<file path="src/rtl/mem_io_pkg.sv">
// Shared types and constants for the SLC3 memory/IO bridge: FSM states,
// the inactive strobe level and the active-low seven-segment table (gfedcba).
package mem_io_pkg;

  typedef enum logic [1:0] {
    IDLE   = 2'd0,
    ACCESS = 2'd1,
    IO     = 2'd2,
    DONE   = 2'd3
  } state_t;

  localparam logic STROBE_OFF = 1'b1;

  localparam logic [6:0] SEG_LUT [16] = '{
    7'h40, 7'h79, 7'h24, 7'h30, 7'h19, 7'h12, 7'h02, 7'h78,
    7'h00, 7'h10, 7'h08, 7'h03, 7'h46, 7'h21, 7'h06, 7'h0E
  };

endpackage

</file>
<file path="src/rtl/mem_io_bridge_if.sv">
// CPU-side request/completion bus of the memory/IO bridge.
interface mem_io_bridge_if #(
  parameter int ADDR_W = 20,
  parameter int DATA_W = 16
);
  localparam int BE_W = DATA_W / 8;

  // Handshake: cpu_req is a one-cycle pulse sampled only while cpu_busy=0
  // (it is dropped otherwise, never queued); cpu_we/addr/wdata/be are sampled
  // with it. cpu_ack pulses for one cycle on completion, cpu_rdata is valid
  // then and held until the next read completes.
  logic              cpu_req;
  logic              cpu_we;
  logic [ADDR_W-1:0] cpu_addr;
  logic [DATA_W-1:0] cpu_wdata;
  logic [BE_W-1:0]   cpu_be;
  logic [DATA_W-1:0] cpu_rdata;
  logic              cpu_ack;
  logic              cpu_busy;

  modport master (
    output cpu_req, cpu_we, cpu_addr, cpu_wdata, cpu_be,
    input  cpu_rdata, cpu_ack, cpu_busy
  );

  modport slave (
    input  cpu_req, cpu_we, cpu_addr, cpu_wdata, cpu_be,
    output cpu_rdata, cpu_ack, cpu_busy
  );

endinterface

</file>
<file path="src/rtl/hex_seg_decode.sv">
// Registered hex-nibble to active-low seven-segment decoder; only exists in
// builds with MEM_IO_BRIDGE_SEG_EN defined.
`ifdef MEM_IO_BRIDGE_SEG_EN
module hex_seg_decode
  import mem_io_pkg::*;
(
  input  logic       Clk,
  input  logic       Reset,
  input  logic [3:0] nibble,
  output logic [6:0] seg
);

  always_ff @(posedge Clk or posedge Reset) begin
    if (Reset) seg <= 7'h7F;
    else       seg <= SEG_LUT[nibble];
  end

endmodule
`endif

</file>
<file path="src/rtl/mem_io_bridge.sv">
// CPU to SRAM / memory-mapped IO bridge with wait states and byte-lane writes.
// Define MEM_IO_BRIDGE_SEG_EN to add the registered seven-segment SEG output.
module mem_io_bridge
  import mem_io_pkg::*;
#(
  parameter int                ADDR_W      = 20,
  parameter int                DATA_W      = 16,
  parameter int                WAIT_STATES = 1,
  parameter logic [ADDR_W-1:0] IO_ADDR     = 20'hFFFF,
  parameter int                NUM_HEX     = DATA_W / 4
) (
  input  logic                   Clk,
  input  logic                   Reset,
  mem_io_bridge_if.slave         cpu,
  output logic                   CE,
  output logic                   OE,
  output logic                   WE,
  output logic                   UB,
  output logic                   LB,
  output logic [ADDR_W-1:0]      A,
  input  logic [DATA_W-1:0]      Data_in,
  output logic [DATA_W-1:0]      Data_out,
  output logic                   Data_oe,
  input  logic [DATA_W-1:0]      Switches,
  output logic [4*NUM_HEX-1:0]   HEX,
`ifdef MEM_IO_BRIDGE_SEG_EN
  output logic [7*NUM_HEX-1:0]   SEG,
`endif
  output state_t                 state_dbg
);

  localparam int BE_W = DATA_W / 8;

  state_t            state, state_nxt;
  logic [3:0]        cnt, cnt_nxt;
  logic              we_q;
  logic [BE_W-1:0]   be_q;
  logic [DATA_W-1:0] sw_s1, sw_s2, hex_q;
  logic              accept, sel_we, in_acc;
  logic [BE_W-1:0]   sel_be;
  logic              ce_d, oe_d, we_d, ub_d, lb_d, doe_d;

  always_comb begin
    state_nxt = state;
    cnt_nxt   = cnt;
    accept    = 1'b0;
    unique case (state)
      IDLE: begin
        if (cpu.cpu_req) begin
          accept = 1'b1;
          if (cpu.cpu_addr == IO_ADDR) begin
            state_nxt = IO;
          end else begin
            state_nxt = ACCESS;
            cnt_nxt   = 4'(WAIT_STATES);
          end
        end
      end
      ACCESS: begin
        if (cnt == 4'd0) state_nxt = DONE;
        else             cnt_nxt   = cnt - 4'd1;
      end
      IO:      state_nxt = DONE;
      DONE:    state_nxt = IDLE;
      default: state_nxt = IDLE;
    endcase

    // Strobes are registered from the next state, so the request fields must
    // come straight from the bus on the accepting edge.
    sel_we = accept ? cpu.cpu_we : we_q;
    sel_be = accept ? cpu.cpu_be : be_q;
    in_acc = (state_nxt == ACCESS);
    ce_d   = in_acc ? 1'b0 : STROBE_OFF;
    oe_d   = (in_acc && !sel_we) ? 1'b0 : STROBE_OFF;
    we_d   = (in_acc &&  sel_we) ? 1'b0 : STROBE_OFF;
    lb_d   = !in_acc ? STROBE_OFF : (sel_we ? ~sel_be[0]      : 1'b0);
    ub_d   = !in_acc ? STROBE_OFF : (sel_we ? ~sel_be[BE_W-1] : 1'b0);
    doe_d  = in_acc && sel_we;
  end

  always_ff @(posedge Clk or posedge Reset) begin
    if (Reset) begin
      state       <= IDLE;
      cnt         <= 4'd0;
      we_q        <= 1'b0;
      be_q        <= '0;
      A           <= '0;
      Data_out    <= '0;
      CE          <= STROBE_OFF;
      OE          <= STROBE_OFF;
      WE          <= STROBE_OFF;
      UB          <= STROBE_OFF;
      LB          <= STROBE_OFF;
      Data_oe     <= 1'b0;
      cpu.cpu_ack <= 1'b0;
    end else begin
      state       <= state_nxt;
      cnt         <= cnt_nxt;
      CE          <= ce_d;
      OE          <= oe_d;
      WE          <= we_d;
      UB          <= ub_d;
      LB          <= lb_d;
      Data_oe     <= doe_d;
      cpu.cpu_ack <= (state_nxt == DONE);
      if (accept) begin
        we_q     <= cpu.cpu_we;
        be_q     <= cpu.cpu_be;
        A        <= cpu.cpu_addr;
        Data_out <= cpu.cpu_wdata;
      end
    end
  end

  // Completion side: read data, hex register and the switch synchroniser.
  always_ff @(posedge Clk or posedge Reset) begin
    if (Reset) begin
      cpu.cpu_rdata <= '0;
      hex_q         <= '0;
      sw_s1         <= '0;
      sw_s2         <= '0;
    end else begin
      sw_s1 <= Switches;
      sw_s2 <= sw_s1;
      if (state == ACCESS && cnt == 4'd0 && !we_q) begin
        cpu.cpu_rdata <= Data_in;
      end else if (state == IO) begin
        if (!we_q) begin
          cpu.cpu_rdata <= sw_s2;
        end else begin
          for (int b = 0; b < BE_W; b++) begin
            if (be_q[b]) hex_q[8*b +: 8] <= Data_out[8*b +: 8];
          end
        end
      end
    end
  end

  assign cpu.cpu_busy = (state != IDLE);
  assign HEX          = hex_q[4*NUM_HEX-1:0];
  assign state_dbg    = state;

`ifdef MEM_IO_BRIDGE_SEG_EN
  for (genvar g = 0; g < NUM_HEX; g++) begin : g_seg
    hex_seg_decode u_dec (
      .Clk    (Clk),
      .Reset  (Reset),
      .nibble (hex_q[4*g +: 4]),
      .seg    (SEG[7*g +: 7])
    );
  end
`endif

endmodule

</file>
<file path="src/flat_wrapper.sv">
// flat-port wrapper written by rule: the top's interface ports become plain ports
module mem_io_bridge_flat import mem_io_pkg::*;
#(
  parameter int                ADDR_W      = 20,
  parameter int                DATA_W      = 16,
  parameter int                WAIT_STATES = 1,
  parameter logic [ADDR_W-1:0] IO_ADDR     = 20'hFFFF,
  parameter int                NUM_HEX     = DATA_W / 4
)
  (Clk, Reset, CE, OE, WE, UB, LB, A, Data_in, Data_out, Data_oe, Switches, HEX, state_dbg, cpu_cpu_req, cpu_cpu_we, cpu_cpu_addr, cpu_cpu_wdata, cpu_cpu_be, cpu_cpu_rdata, cpu_cpu_ack, cpu_cpu_busy);
  mem_io_bridge_if #(.ADDR_W(ADDR_W), .DATA_W(DATA_W)) cpu_i ();
  input  logic Clk;
  input  logic Reset;
  output logic CE;
  output logic OE;
  output logic WE;
  output logic UB;
  output logic LB;
  output logic [ADDR_W-1:0] A;
  input  logic [DATA_W-1:0] Data_in;
  output logic [DATA_W-1:0] Data_out;
  output logic Data_oe;
  input  logic [DATA_W-1:0] Switches;
  output logic [4*NUM_HEX-1:0] HEX;
  output state_t state_dbg;
  input wire logic [$bits(cpu_i.cpu_req)-1:0] cpu_cpu_req;
  input wire logic [$bits(cpu_i.cpu_we)-1:0] cpu_cpu_we;
  input wire logic [$bits(cpu_i.cpu_addr)-1:0] cpu_cpu_addr;
  input wire logic [$bits(cpu_i.cpu_wdata)-1:0] cpu_cpu_wdata;
  input wire logic [$bits(cpu_i.cpu_be)-1:0] cpu_cpu_be;
  output wire logic [$bits(cpu_i.cpu_rdata)-1:0] cpu_cpu_rdata;
  output wire logic [$bits(cpu_i.cpu_ack)-1:0] cpu_cpu_ack;
  output wire logic [$bits(cpu_i.cpu_busy)-1:0] cpu_cpu_busy;
  assign cpu_i.cpu_req = cpu_cpu_req;
  assign cpu_i.cpu_we = cpu_cpu_we;
  assign cpu_i.cpu_addr = cpu_cpu_addr;
  assign cpu_i.cpu_wdata = cpu_cpu_wdata;
  assign cpu_i.cpu_be = cpu_cpu_be;
  assign cpu_cpu_rdata = cpu_i.cpu_rdata;
  assign cpu_cpu_ack = cpu_i.cpu_ack;
  assign cpu_cpu_busy = cpu_i.cpu_busy;
  mem_io_bridge #(.ADDR_W(ADDR_W), .DATA_W(DATA_W), .WAIT_STATES(WAIT_STATES), .IO_ADDR(IO_ADDR), .NUM_HEX(NUM_HEX)) u_core (.Clk(Clk), .Reset(Reset), .cpu(cpu_i), .CE(CE), .OE(OE), .WE(WE), .UB(UB), .LB(LB), .A(A), .Data_in(Data_in), .Data_out(Data_out), .Data_oe(Data_oe), .Switches(Switches), .HEX(HEX), .state_dbg(state_dbg));
endmodule
</file>
<file path="config.mk">
export PLATFORM = sky130hd
export DESIGN_NAME = mem_io_bridge_flat
export DESIGN_NICKNAME = d
export VERILOG_FILES = /design/src/rtl/mem_io_pkg.sv /design/src/rtl/mem_io_bridge_if.sv /design/src/rtl/hex_seg_decode.sv /design/src/rtl/mem_io_bridge.sv /design/src/flat_wrapper.sv
export SDC_FILE = /design/constraint.sdc
export NUM_CORES = 1
export LEC_CHECK = 0
export ABC_AREA = 0
export BUFFER_PORTS_ARGS = -buffer_cell sky130_fd_sc_hd__buf_2
export CORE_UTILIZATION = 44
export DETAILED_ROUTE_END_ITERATION = 6
export GPL_TIMING_DRIVEN = 0
export PLACE_DENSITY_LB_ADDON = 0.05
export SYNTH_ARGS = -nofsm -noshare
export SYNTH_HDL_FRONTEND = slang
export SYNTH_SLANG_ARGS = --single-unit
</file>
<file path="constraint.sdc">
create_clock -name Clk -period 6.3 [get_ports Clk]
set_clock_uncertainty 0.15 [all_clocks]
set_input_delay 0 -clock Clk [delete_from_list [all_inputs] [get_ports Clk]]
set_output_delay 0 -clock Clk [all_outputs]
set_load 0.02 [all_outputs]
</file>
==> flow_summary_export.csv <==
group,metric,value,unit
logic_synthesis,synth_area_per_cell,13.9,um2
timing,worst_pin_slew,626,ps
logic_synthesis,yosysTopAreaCellShare,0.635,
critical_path,rr_worst_depth,8,
logic_synthesis,synth_cells,315,
logic_synthesis,syn_area,4370,um2
logic_synthesis,synth_edf_count,0,
cts,cts-root-buf,"clkbuf_8",
timing,fmax,372,MHz
cts,cts_buffers,17,
timing,finalMaxSlewViolations,0,
critical_path,crit_path_end,"u_core.cpu.cpu_rdata[9]",
cts,clkTransAtPathRegs,60,ps
critical_path,path_class,"reg -> reg",
logic_synthesis,yosysUniqueCellTypes,32,
timing,fin_crit_sh,0.427,
pwr,power_density,498,nW/um2
detailed_routing,ant_nets,0,
timing,rsz0062_at_grt,"no",
critical_path,crit_required,6530,ps
logic_synthesis,synthFlopType,"dfrtp_1",
place,hpwl,6590,um
place,placed_area,5330,um2
detailed_routing,wl_per_cell,14.6,um
pwr,sw_frac_of_total,0.373,
global_route,grt_first_pass_wirelength,16600,um
logic_synthesis,synth.area.top_cells,"dfrtp_1 (64%), mux2_2 (14%), dfstp_2 (3.0%)",
detailed_routing,drc,0,
global_route,grt_usage,0.216,
global_route,grt_max_degree,65,
outcome,status,"completed",
die,core_area,9680,um2
pwr,switchingPower,1.26,mW
die,die_w,102,um
final_layout,diodes,0,
die,dieArea,10300,um2
critical_path,crit_path_end_kind,"register",
logic_synthesis,ys_seq_area_frac,0.665,
timing,setup_viol,0,
min_path,min_path_type,"in -> reg",
place,place_congestion,0.791,
logic_synthesis,syn_nets,396,
final_layout,final_common_cell,"buf_2",
timing,finalWorstSetupSlack,3610,ps
final_layout,fin_area,6790,um2
pwr,worst_ir_drop_vdd,0.312,mV
logic_synthesis,ys_ff_latch,116,
pwr,power_leakage,3.22,nW
critical_path,rr_endpoint,"u_core.cpu.cpu_rdata[9]",
die,die_y,102,um
final_layout,fill_cells,743,
final_layout,mostFrequentLayoutCells,"buf_2 (151), dfrtp_1 (111), dlygate4sd3_1 (90), mux2_2 (54), o21ai_0 (26)",
final_layout,drive_above_1_share,0.419,
cts,clk_path_buf_depth,2,
die,ios,152,
timing,whs,17.0,ps
critical_path,cp_max_fo,10,
cts,insertion_delay,510,ps
critical_path,rrSetupSlack,3610,ps
place,pre_cts_slack,3620,ps
detailed_routing,drt_iter0_drc,81,
cts,htree_levels,4,
timing,fin_crit,2690,ps
critical_path,reg2reg_from,"u_core.state_dbg[1]",
detailed_routing,routed_via_density,4.74,
detailed_routing,drt-total-wl,10500,um
timing,hold_viol,0,
critical_path,cp.arrival,2920,ps
global_route,antenna_found_initial,0,
job,cap_viol_max_count,0,
detailed_routing,vias,3422,
pwr,p_clk_frac,0.261,
global_route,overflow,0,
critical_path,startpoint_type,"register",
die,row_count,36,
detailed_routing,first_pass_iters,4,
cts,cts_tree,"done",
cts,clock_sinks,116,
final_layout,area_growth,55.1,%
logic_synthesis,post-synth-top-area-cell,"dfrtp_1",
pwr,p_comb_frac,0.390,
final_layout,final_nets,657,
die,initial_core_util,0.452,
timing,setup_tns,0,ps
logic_synthesis,synth_async_sr_flop_share,1.00,
logic_synthesis,ys_warn_count,0,
place,portBuffers,151,
timing,slew_headroom,0.583,
global_route,grt_pass1_vias,3488,
pwr,seq_power_share,0.349,
pwr,intPower,2.12,mW
critical_path,startpoint,"u_core.state_dbg[1]",
==> flip-flops by register name, indices dropped and copies added, names as in the netlist <==
signal and count:
u_core.cnt 4, u_core.A 20, u_core.Data_oe 1, u_core.WE 1, u_core.LB 1, u_core.sw_s1 16
u_core.cpu.cpu_ack 1, u_core.UB 1, u_core.state_dbg 2, u_core.HEX 16, u_core.cpu.cpu_rdata 16, u_core.be_q 2
u_core.OE 1, u_core.we_q 1, u_core.sw_s2 16, u_core.Data_out 16, u_core.CE 1
==> synth_stat cells (3+ instances only) <==
master    count
o21ai_0      26
nand2_1      23
a21oi_1       6
nand4_1       7
inv_1        11
nor2b_1       3
ha_1          7
a22oi_1      16
dfrtp_1     111
mux2_2       54
clkbuf_1     11
mux2i_1       3
dfstp_2       5
nand3_1       3
nand2b_1      3
nor2_1        5
==> timing repair <==
action | 4_1_cts | 5_1_grt
resized for setup | 0 | 0
setup buffers | 0 | 0
hold endpoints to repair | 194 | 3
hold buffers | 87 | 3
==> area by class of cell <==
class	instances	area, um2	area share
sequential	116	2910	0.429
clock inverter	14	129	0.0190
tap	133	166	0.0245
multi-input combinational	177	1380	0.204
clock buffer	18	428	0.0631
inverter	11	46.3	0.00682
timing repair buffer	242	1680	0.248
buffer	11	41.3	0.00608
==> kinds of logic after synthesis <==
kind of cell | after synthesis | synth area share
and+or+nand+nor | 56 | 0.0669
DFF | 116 | 0.665
buffers and inverters | 22 | 0.0189
muxes | 57 | 0.146
adders and majority gates | 7 | 0.0200
AOI/OAI and AO/OA | 57 | 0.0832
==> routing by layer <==
metal / global-route usage / share of wire
met5: 0 / 0
met2: 0.354 / 0.49
met1: 0.263 / 0.44
met4: 0.0780 / 0.013
met3: 0.0759 / 0.060
==> power groups by stage <==
| stage | combinational [mW] | clock [mW] | sequential, mW |
|---|---|---|---|
| after CTS | 1.32 | 0.899 | 1.18 |
| after floorplan | 0.551 | 0 | 1.47 |
| after global placement | 1.24 | 0 | 1.17 |
| after global routing | 1.45 | 0.935 | 1.22 |
| after detailed placement | 1.26 | 0 | 1.19 |
| final | 1.32 | 0.883 | 1.18 |
==> per-stage QoR <==
step / utilization / power, mW / std cells
after floorplan: - / 2.03 / 315
after global placement: 0.547 / 2.41 / 599
after detailed placement: 0.550 / 2.45 / 600
after CTS: 0.698 / 3.40 / 719
after global routing: 0.701 / 3.60 / 722
final: 0.701 / 3.38 / 722
==> worst min path at each step <==
| stage | slack, ps | cells after the start | from | to |
|---|---|---|---|---|
| after global routing | 8 | 2 | Switches[6] | u_core.sw_s1[6] |
| after global placement | -40 | 1 | Switches[14] | u_core.sw_s1[14] |
| final | 20 | 2 | Switches[6] | u_core.sw_s1[6] |
| after floorplan | -120 | 0 | Switches[0] | u_core.sw_s1[0] |
| after detailed placement | -70 | 2 | Reset | u_core.sw_s1[9] |
| after CTS | 0.2 | 2 | Switches[10] | u_core.sw_s1[10] |
==> worst max-delay path, cell delays in order (launching register included) <==
cell and delay [ps]:
dfrtp_1 420, inv_1 180, ha_1 310, nor3b_1 270, clkbuf_1 430, o21bai_1 300
clkbuf_1 290, nand2_1 130, o21ai_0 80
Note: power is estimated with default switching activity, not from simulation.
